--- config.mk ---
export PLATFORM = sky130hd
export DESIGN_NAME = lane_sequencer
export DESIGN_NICKNAME = d
export VERILOG_FILES = /design/src/rtl/lane_pkg.sv /design/src/rtl/lane_pick.sv /design/src/rtl/lane_sequencer.sv
export SDC_FILE = /design/constraint.sdc
export NUM_CORES = 1
export LEC_CHECK = 0
export CORE_ASPECT_RATIO = 0.5
export CORE_MARGIN = 3
export CORE_UTILIZATION = 58
export CTS_CLUSTER_SIZE = 12
export DETAILED_ROUTE_END_ITERATION = 12
export DONT_BUFFER_PORTS = 1
export HOLD_SLACK_MARGIN = 0.1
export PLACE_DENSITY = 0.83
export SYNTH_ARGS = -nofsm -noshare
export SYNTH_HDL_FRONTEND = slang
export SYNTH_SLANG_ARGS = --single-unit
--- constraint.sdc ---
create_clock -name clk -period 5.87 [get_ports clk]
set_clock_uncertainty 0.15 [all_clocks]
set_input_delay 1.4675 -clock clk [delete_from_list [all_inputs] [get_ports clk]]
set_output_delay 1.4675 -clock clk [all_outputs]
set_load 0.01 [all_outputs]
--- src/rtl/lane_pkg.sv ---
// Shared defaults and state encoding for the lane sequencer.
// Included first so the sub-module and top can import it.
package lane_pkg;

  localparam int DEF_DATA_W    = 512;
  localparam int DEF_LANE_W    = 128;
  localparam int DEF_NUM_LANES = DEF_DATA_W / DEF_LANE_W;
  localparam int DEF_CNT_W     = 16;
  localparam int LANE_IDX_W    = 2;

  typedef enum logic {
    IDLE = 1'b0,
    SEND = 1'b1
  } state_e;

endpackage

--- src/rtl/lane_pick.sv ---
// Combinational lane selection: the lowest enabled lane, the next enabled lane
// above cur_i, and whether cur_i is the highest enabled lane.
module lane_pick
  import lane_pkg::*;
#(
  parameter int NUM_LANES = DEF_NUM_LANES
) (
  input  logic [NUM_LANES-1:0]  mask_i,
  input  logic [LANE_IDX_W-1:0] cur_i,
  output logic [LANE_IDX_W-1:0] next_o,
  output logic [LANE_IDX_W-1:0] first_o,
  output logic                  last_o
);

  logic found_next;

  // Descending scans so the lowest qualifying index is the one left standing.
  always_comb begin
    next_o     = '0;
    first_o    = '0;
    found_next = 1'b0;
    for (int i = NUM_LANES - 1; i >= 0; i--) begin
      if (mask_i[i]) begin
        first_o = LANE_IDX_W'(i);
      end
      if (mask_i[i] && (i > int'(cur_i))) begin
        next_o     = LANE_IDX_W'(i);
        found_next = 1'b1;
      end
    end
    last_o = !found_next;
  end

endmodule

--- src/rtl/lane_sequencer.sv ---
// Splits a wide input word into lane-sized beats, emitting only the lanes
// selected by a per-word mask, with a same-cycle reload on the final beat.
module lane_sequencer
  import lane_pkg::*;
#(
  parameter int DATA_W    = DEF_DATA_W,
  parameter int LANE_W    = DEF_LANE_W,
  parameter int CNT_W     = DEF_CNT_W,
  localparam int NUM_LANES = DATA_W / LANE_W
) (
  input  logic                 clk,
  input  logic                 rst_n,
  input  logic                 in_valid,
  output logic                 in_ready,
  input  logic [DATA_W-1:0]    in_data,
  input  logic [NUM_LANES-1:0] lane_mask,
  output logic                 out_valid,
  input  logic                 out_ready,
  output logic [LANE_W-1:0]    out_data,
  output logic [1:0]           out_lane,
  output logic                 out_last,
  output logic                 busy,
  output logic [CNT_W-1:0]     word_count
);

  // Handshakes: a transfer happens on a rising edge where valid && ready; the
  // producer holds its payload while valid && !ready, the consumer never stalls
  // by withdrawing valid.
  state_e                 state_q, state_d;
  logic [DATA_W-1:0]      data_q, data_d;
  logic [NUM_LANES-1:0]   mask_q, mask_d;
  logic                   out_valid_q, out_valid_d;
  logic [LANE_W-1:0]      out_data_q, out_data_d;
  logic [1:0]             out_lane_q, out_lane_d;
  logic                   out_last_q, out_last_d;
  logic [CNT_W-1:0]       count_q, count_d;

  logic                   fire_in;
  logic                   fire_out;
  logic [NUM_LANES-1:0]   in_mask_eff;
  logic [NUM_LANES-1:0]   mask_sel;
  logic [DATA_W-1:0]      data_sel;
  logic [1:0]             pick_first;
  logic [1:0]             pick_next;
  logic [1:0]             new_idx;
  logic [LANE_W-1:0]      new_lane_data;
  logic                   new_last;
  logic                   unused_pick;
  logic                   unused_cur_last;
  logic [1:0]             unused_new_next;
  logic [1:0]             unused_new_first;

  // An empty mask means "send every lane".
  assign in_mask_eff = (lane_mask == '0) ? '1 : lane_mask;

  assign fire_out = out_valid_q && out_ready;
  assign in_ready = (state_q == IDLE) || (fire_out && out_last_q);
  assign fire_in  = in_valid && in_ready;

  // A fresh word selects from its own mask/data; otherwise we walk the held word.
  assign mask_sel = fire_in ? in_mask_eff : mask_q;
  assign data_sel = fire_in ? in_data : data_q;
  assign new_idx  = fire_in ? pick_first : pick_next;
  assign new_lane_data = data_sel[int'(new_idx)*LANE_W +: LANE_W];

  lane_pick #(
    .NUM_LANES (NUM_LANES)
  ) u_pick_cur (
    .mask_i  (mask_sel),
    .cur_i   (out_lane_q),
    .next_o  (pick_next),
    .first_o (pick_first),
    .last_o  (unused_cur_last)
  );

  lane_pick #(
    .NUM_LANES (NUM_LANES)
  ) u_pick_new (
    .mask_i  (mask_sel),
    .cur_i   (new_idx),
    .next_o  (unused_new_next),
    .first_o (unused_new_first),
    .last_o  (new_last)
  );

  assign unused_pick = ^{unused_cur_last, unused_new_next, unused_new_first};

  always_comb begin
    state_d     = state_q;
    data_d      = data_q;
    mask_d      = mask_q;
    out_valid_d = out_valid_q;
    out_data_d  = out_data_q;
    out_lane_d  = out_lane_q;
    out_last_d  = out_last_q;
    count_d     = count_q;

    if (fire_in) begin
      state_d     = SEND;
      data_d      = in_data;
      mask_d      = in_mask_eff;
      out_valid_d = 1'b1;
      out_lane_d  = new_idx;
      out_data_d  = new_lane_data;
      out_last_d  = new_last;
    end else if (fire_out && !out_last_q) begin
      out_lane_d  = new_idx;
      out_data_d  = new_lane_data;
      out_last_d  = new_last;
    end else if (fire_out) begin
      state_d     = IDLE;
      out_valid_d = 1'b0;
      out_data_d  = '0;
      out_lane_d  = '0;
      out_last_d  = 1'b0;
    end

    if (fire_out && out_last_q) begin
      count_d = count_q + CNT_W'(1);
    end
  end

  always_ff @(posedge clk or negedge rst_n) begin
    if (!rst_n) begin
      state_q     <= IDLE;
      data_q      <= '0;
      mask_q      <= '0;
      out_valid_q <= 1'b0;
      out_data_q  <= '0;
      out_lane_q  <= '0;
      out_last_q  <= 1'b0;
      count_q     <= '0;
    end else begin
      state_q     <= state_d;
      data_q      <= data_d;
      mask_q      <= mask_d;
      out_valid_q <= out_valid_d;
      out_data_q  <= out_data_d;
      out_lane_q  <= out_lane_d;
      out_last_q  <= out_last_d;
      count_q     <= count_d;
    end
  end

  assign out_valid  = out_valid_q;
  assign out_data   = out_data_q;
  assign out_lane   = out_lane_q;
  assign out_last   = out_last_q;
  assign busy       = (state_q == SEND);
  assign word_count = count_q;

endmodule

==> qor.txt, run 1 <==
Clock transition at the registers of the reported paths = 60 ps
Port Buf Inserts = 0
P per Cell Area = 577 nW/um2
Htree depth = 3
FF+latch count, synth = 663
Setup repair after global routing missed its margin = no
Largest net degree at the start of global routing = 664
Commonest cells after routing, fill and taps aside = nand2_1 (1,669), dfrtp_1 (663), o211ai_1 (130)
Nets = 3,941
Num CTS Buffers = 66
Post-synthesis async set-or-reset flop share = 1.00
Startpoint types = primary input
Failing checks = max-slew violations
FP Rows = 60
Post-Syn Nets = 4,138
Final setup viols = 0
DR vias = 27,600
Routability cong. = 0.918
Post-Syn Instances = 3,617
Drt via density = 6.61
Number of global-route vias before repair = 26,800
Slew @ Worst Pin = 4010 ps
Final Max Tran Viols = 581
# hold bufs at CTS = 0
PnR Total Power = 19.6 mW
Post-Route WL = 102,000 um
Post-synth top flop = dfrtp_1
Leakage power = 16.0 nW
Core area = 54,300 um2
Final ANT Viol Nets = 0
CP endpoint kind = async pin
TritonCTS clock tree = built
Worst vdd ir = 0.000316 V
HP Class = reg -> reg
# clock sinks = 663
Die Wd = 339 um
Area grow syn2layout = 5.56%
Max-slew headroom = -1.67
Post-synth EDFFs = 0
Buffer count from post-CTS setup fixing = 0
Status = finished with violations
Mapped cell area = 32,100 um2
Max-Cap Viols = 0
IO Pins = 670
Die Y = 172 um
Worst setup path class = in -> async
DRC errors left = 0
Sequential Area = 16,600 um2
Initial antenna violation count = 0
Fillers = 4,402
Sequential share of the synthesized area = 0.516
Tcrit/Tclk final = 0.659
Synth Warn # = 0
Starting Density = 0.592
Critical Path RT = 5470 ps
Cts repair resizes = 0
Layout cell share with drive strength beyond 1 = 0.0358
Most common cell after layout, fill and taps aside = nand2_1
Worst Path Arrival = 3470 ps
Detailed Routing Iterations Pass 1 = 5
Final hold violation count = 0
Clock Tree Buf Depth = 3
Wire length per cell = 24.3 um
Grt ovf = 0
First-pass GRT wire length = 154,000 um
Synth Area per Inst = 8.88 um2
Worst-skew pair later-pin latency = 590 ps
Crit-path max FO = 663
Iteration-0 DRC Markers = 3,414
Library cells used by synthesis = 44
Ant. Diodes = 0
Finished Core Util = 0.625
Final HPWL DP = 62,100 um
Overall global routing resource usage = 0.334
Setup TNS = 0 ps
Final worst path period need = 3870 ps
Area of the multi-input gates = 14,100 um2
Root buf cell = clkbuf_16
Full die area = 58,400 um2
Max Clock Freq = 258 MHz
-- per-layer routing --
| metal | vias up | global-route usage | routed length, um |
|---|---|---|---|
| li1 | 12000 | - | - |
| met1 | 13500 | 0.411 | 36400 |
| met2 | 1707 | 0.519 | 46700 |
| met3 | 459 | 0.0876 | 10100 |
| met4 | 0 | 0.243 | 8500 |
| met5 | - | 0 | 0 |
-- worst reg2reg max path: stages, from the launching register on --
cell,delay (ps)
dfrtp_1,520
or3b_4,660
a21bo_4,710
buf_4,840
a221oi_1,230
a211o_1,380
o211ai_1,120
-- power breakdown --
part	switching [mW]	internal [mW]
clock network	1.74	2.12
logic	4.70	2.80
registers	1.52	6.67
-- state kept, by name (all words and copies together) (netlist names) --
signal / count
data_q: 512
mask_q: 3
out_data: 128
out_lane: 2
out_last: 1
out_valid: 1
word_count: 16
-- path summary, 6_finish.rpt --
check                                              from                        end  slack, ps  depth (start not counted)
min in group asynchronous                         rst_n      data_q[211]$_DFF_PN0_        460                          0
max in group clk                              out_ready  out_data[120]$_DFFE_PN0P_       2170                          6
worst max register to register  out_lane[1]$_DFFE_PN0P_  out_data[125]$_DFFE_PN0P_       2180                          6
worst min register to register     data_q[88]$_DFF_PN0_       data_q[88]$_DFF_PN0_        310                          2
worst max-delay path                              rst_n  word_count[0]$_DFFE_PN0P_       2000                          0
worst min-delay path               data_q[88]$_DFF_PN0_       data_q[88]$_DFF_PN0_        310                          2
-- final cells by class --
cell class,instances,area share
Clock buffer,78,0.0525
Clock inverter,4,0.000922
Multi-Input combinational cell,2651,0.417
Sequential cell,663,0.489
Tap cell,744,0.0275
Inverter,6,0.000664
Timing Repair Buffer,32,0.0119
-- synthesized netlist by cell type (2+ instances only) --
library cell / count / share of area
nand2_1: 1671 / 0.20
dfrtp_1: 663 / 0.52
buf_2: 161 / 0.025
o211ai_1: 130 / 0.030
and2_1: 129 / 0.025
mux2i_1: 129 / 0.040
o221ai_1: 128 / 0.035
a211o_1: 127 / 0.035
a221oi_1: 127 / 0.035
o22ai_1: 127 / 0.025
clkbuf_1: 95 / 0.011
buf_4: 22 / 0.0051
buf_1: 13 / 0.0015
xnor2_1: 13 / 0.0035
nand3_1: 9 / 0.0014
nor2_1: 7 / 0.00082
nor3_1: 7 / 0.0011
o21ai_0: 7 / 0.0011
buf_6: 6 / 0.0021
inv_1: 6 / 0.00070
o2111ai_1: 4 / 0.0011
mux2_2: 3 / 0.0011
nand4_1: 3 / 0.00058
nor2b_1: 3 / 0.00058
o21ai_1: 3 / 0.00047
a21o_1: 2 / 0.00047
and3_1: 2 / 0.00039
nand2_4: 2 / 0.00070
o21a_1: 2 / 0.00047
xor2_1: 2 / 0.00055
-- cell families (layout without fill, tap and decap cells) --
kind of cell	Yosys count	in the layout	synth area share
AOI/OAI and AO/OA	664	664	0.165
muxes	132	132	0.0412
buffers and inverters	303	120	0.0457
xor gates and xnor gates	15	15	0.00409
DFF	663	663	0.516
and+or+nand+nor	1839	1839	0.227
adders and majority gates	1	1	0.000389
-- metrics by stage --
stage	setup slack (ps)	cells	instance area, um2	hold WS [ps]
3_3_place_gp	1620	4096	32100	298
5_1_grt	2060	4178	33900	334
3_5_place_dp	1620	4096	32100	304
2_1_floorplan	2480	3617	32100	287
4_1_cts	2210	4178	33900	318
6_report	2000	4178	33900	313
Note: power is estimated with default switching activity, not from simulation.
==> run 2: changes to the inputs <==
clock period = 3.9 ns   (was 5.87 ns; I/O delays follow)
==> qor.txt, run 2 (same netlist as run 1, synthesis figures left out) <==
Status = finished with violations
Failing checks = negative hold slack, max-slew violations
CP endpoint kind = flop
Root buf cell = clkbuf_16
Buffer count from post-CTS setup fixing = 0
Initial antenna violation count = 1
Max Clock Freq = 329 MHz
Critical Path Start = out_lane[1]$_DFFE_PN0P_
Most common cell after layout, fill and taps aside = nand2_1
TritonCTS clock tree = built
Nets = 3,978
Post-route setup slack = 865 ps
Iteration-0 DRC Markers = 3,201
Final setup viols = 0
Number of flip-flops in the largest register = 512
Drt via density = 6.54
Core area = 54,300 um2
Commonest cells after routing, fill and taps aside = nand2_1 (1,669), dfrtp_1 (663), o211ai_1 (130)
IO Pins = 670
Critical Path RT = 4230 ps
Starting Density = 0.592
Max-slew headroom = -0.403
Worst setup path endpoint = out_data[34]$_DFFE_PN0P_
Clock Tree Buf Depth = 3
First-pass GRT wire length = 154,000 um
Final worst path period need = 3040 ps
Largest net degree at the start of global routing = 664
Final Max Tran Viols = 440
DR vias = 27,600
DP Area = 32,600 um2
Hold slack final = -48.7 ps
Setup TNS = 0 ps
DRC errors left = 0
Finished Core Util = 0.635
Final Non-Filler Cells = 4,215
P per Cell Area = 865 nW/um2
Final ANT Viol Nets = 0
Cts repair resizes = 0
Ant. Diodes = 0
Crit-path max FO = 24
R2r setup slk = 860 ps
Worst Path Arrival = 3360 ps
R2r endpoint = out_data[34]$_DFFE_PN0P_
Num CTS Buffers = 66
Register-to-Register Path Depth = 6
Full die area = 58,400 um2
Final hold violation count = 91
FP Rows = 60
Worst vdd ir = 0.000881 V
Final HPWL DP = 63,900 um
Post-Place Cells = 4,133
# clock sinks = 663
Htree depth = 3
Port Buf Inserts = 0
Design area = 34,500 um2
Setup repair after global routing missed its margin = no
Detailed Routing Iterations Pass 1 = 6
Slew @ Worst Pin = 2110 ps
Grt ovf = 0
Clock transition at the registers of the reported paths = 60 ps
Die Wd = 339 um
Routability cong. = 0.906
Worst-skew pair later-pin latency = 580 ps
Leakage power = 16.3 nW
Tcrit/Tclk final = 0.778
HP Class = in -> async
Post-Route WL = 101,000 um
Number of global-route vias before repair = 27,000
Overall global routing resource usage = 0.334
Startpoint types = flop
Sequential Area = 16,600 um2
Largest reg by FF count = data_q
Fillers = 4,332
Dpl ws = 760 ps
Wire length per cell = 24.1 um
Die Y = 172 um
Area grow syn2layout = 7.26%
Worst setup path class = reg -> reg
Max-Cap Viols = 0
RR Startpoint = out_lane[1]$_DFFE_PN0P_
Area of the multi-input gates = 14,100 um2
Layout cell share with drive strength beyond 1 = 0.0464
-- run 2: how the worst min path moves through the flow --
| stage | depth (start not counted) | startpoint | endpoint |
|---|---|---|---|
| CTS | 0 | rst_n | data_q[210]$_DFF_PN0_ |
| detailed placement | 2 | data_q[26]$_DFF_PN0_ | data_q[26]$_DFF_PN0_ |
| global route | 0 | rst_n | out_data[83]$_DFFE_PN0P_ |
| global placement | 2 | data_q[90]$_DFF_PN0_ | data_q[90]$_DFF_PN0_ |
| finish | 0 | rst_n | data_q[211]$_DFF_PN0_ |
| floorplan | 2 | data_q[0]$_DFF_PN0_ | data_q[0]$_DFF_PN0_ |
-- run 2: power breakdown --
| part | leakage (nW) | switching [mW] | internal [mW] |
|---|---|---|---|
| Combinational | 7.14 | 7.19 | 4.51 |
| Clock | 0.900 | 2.62 | 3.23 |
| Sequential | 8.29 | 2.22 | 10.0 |
-- run 2: area by class of cell --
type | instances | share of cell area
Tap cell | 744 | 0.0270
Sequential cell | 663 | 0.482
Clock buffer | 79 | 0.0524
Clock inverter | 3 | 0.000763
Timing Repair Buffer | 69 | 0.0270
Multi-Input combinational cell | 2651 | 0.411
Inverter | 6 | 0.000654
-- run 2: per-layer routing --
metal,GRT usage,share of wire,vias to the layer above
met5,0,0,-
met4,0.228,0.079,0
met3,0.0862,0.097,434
met2,0.523,0.46,1644
met1,0.415,0.37,13400
li1,-,-,12100
-- run 2: per-stage QoR --
step / power [mW] / hold WS (ps)
after floorplan: 20.3 / 287
after global placement: 23.2 / 299
after detailed placement: 23.8 / 304
after CTS: 29.7 / -74.3
after global routing: 31.7 / -79.0
final: 29.8 / -48.7
-- run 2: worst max-delay path: stages (launching register included) --
cell      delay, ps
dfrtp_1         570
or3b_4          420
o221ai_1        350
o21ai_4         540
buf_4           420
o221ai_1        200
o211ai_1        250
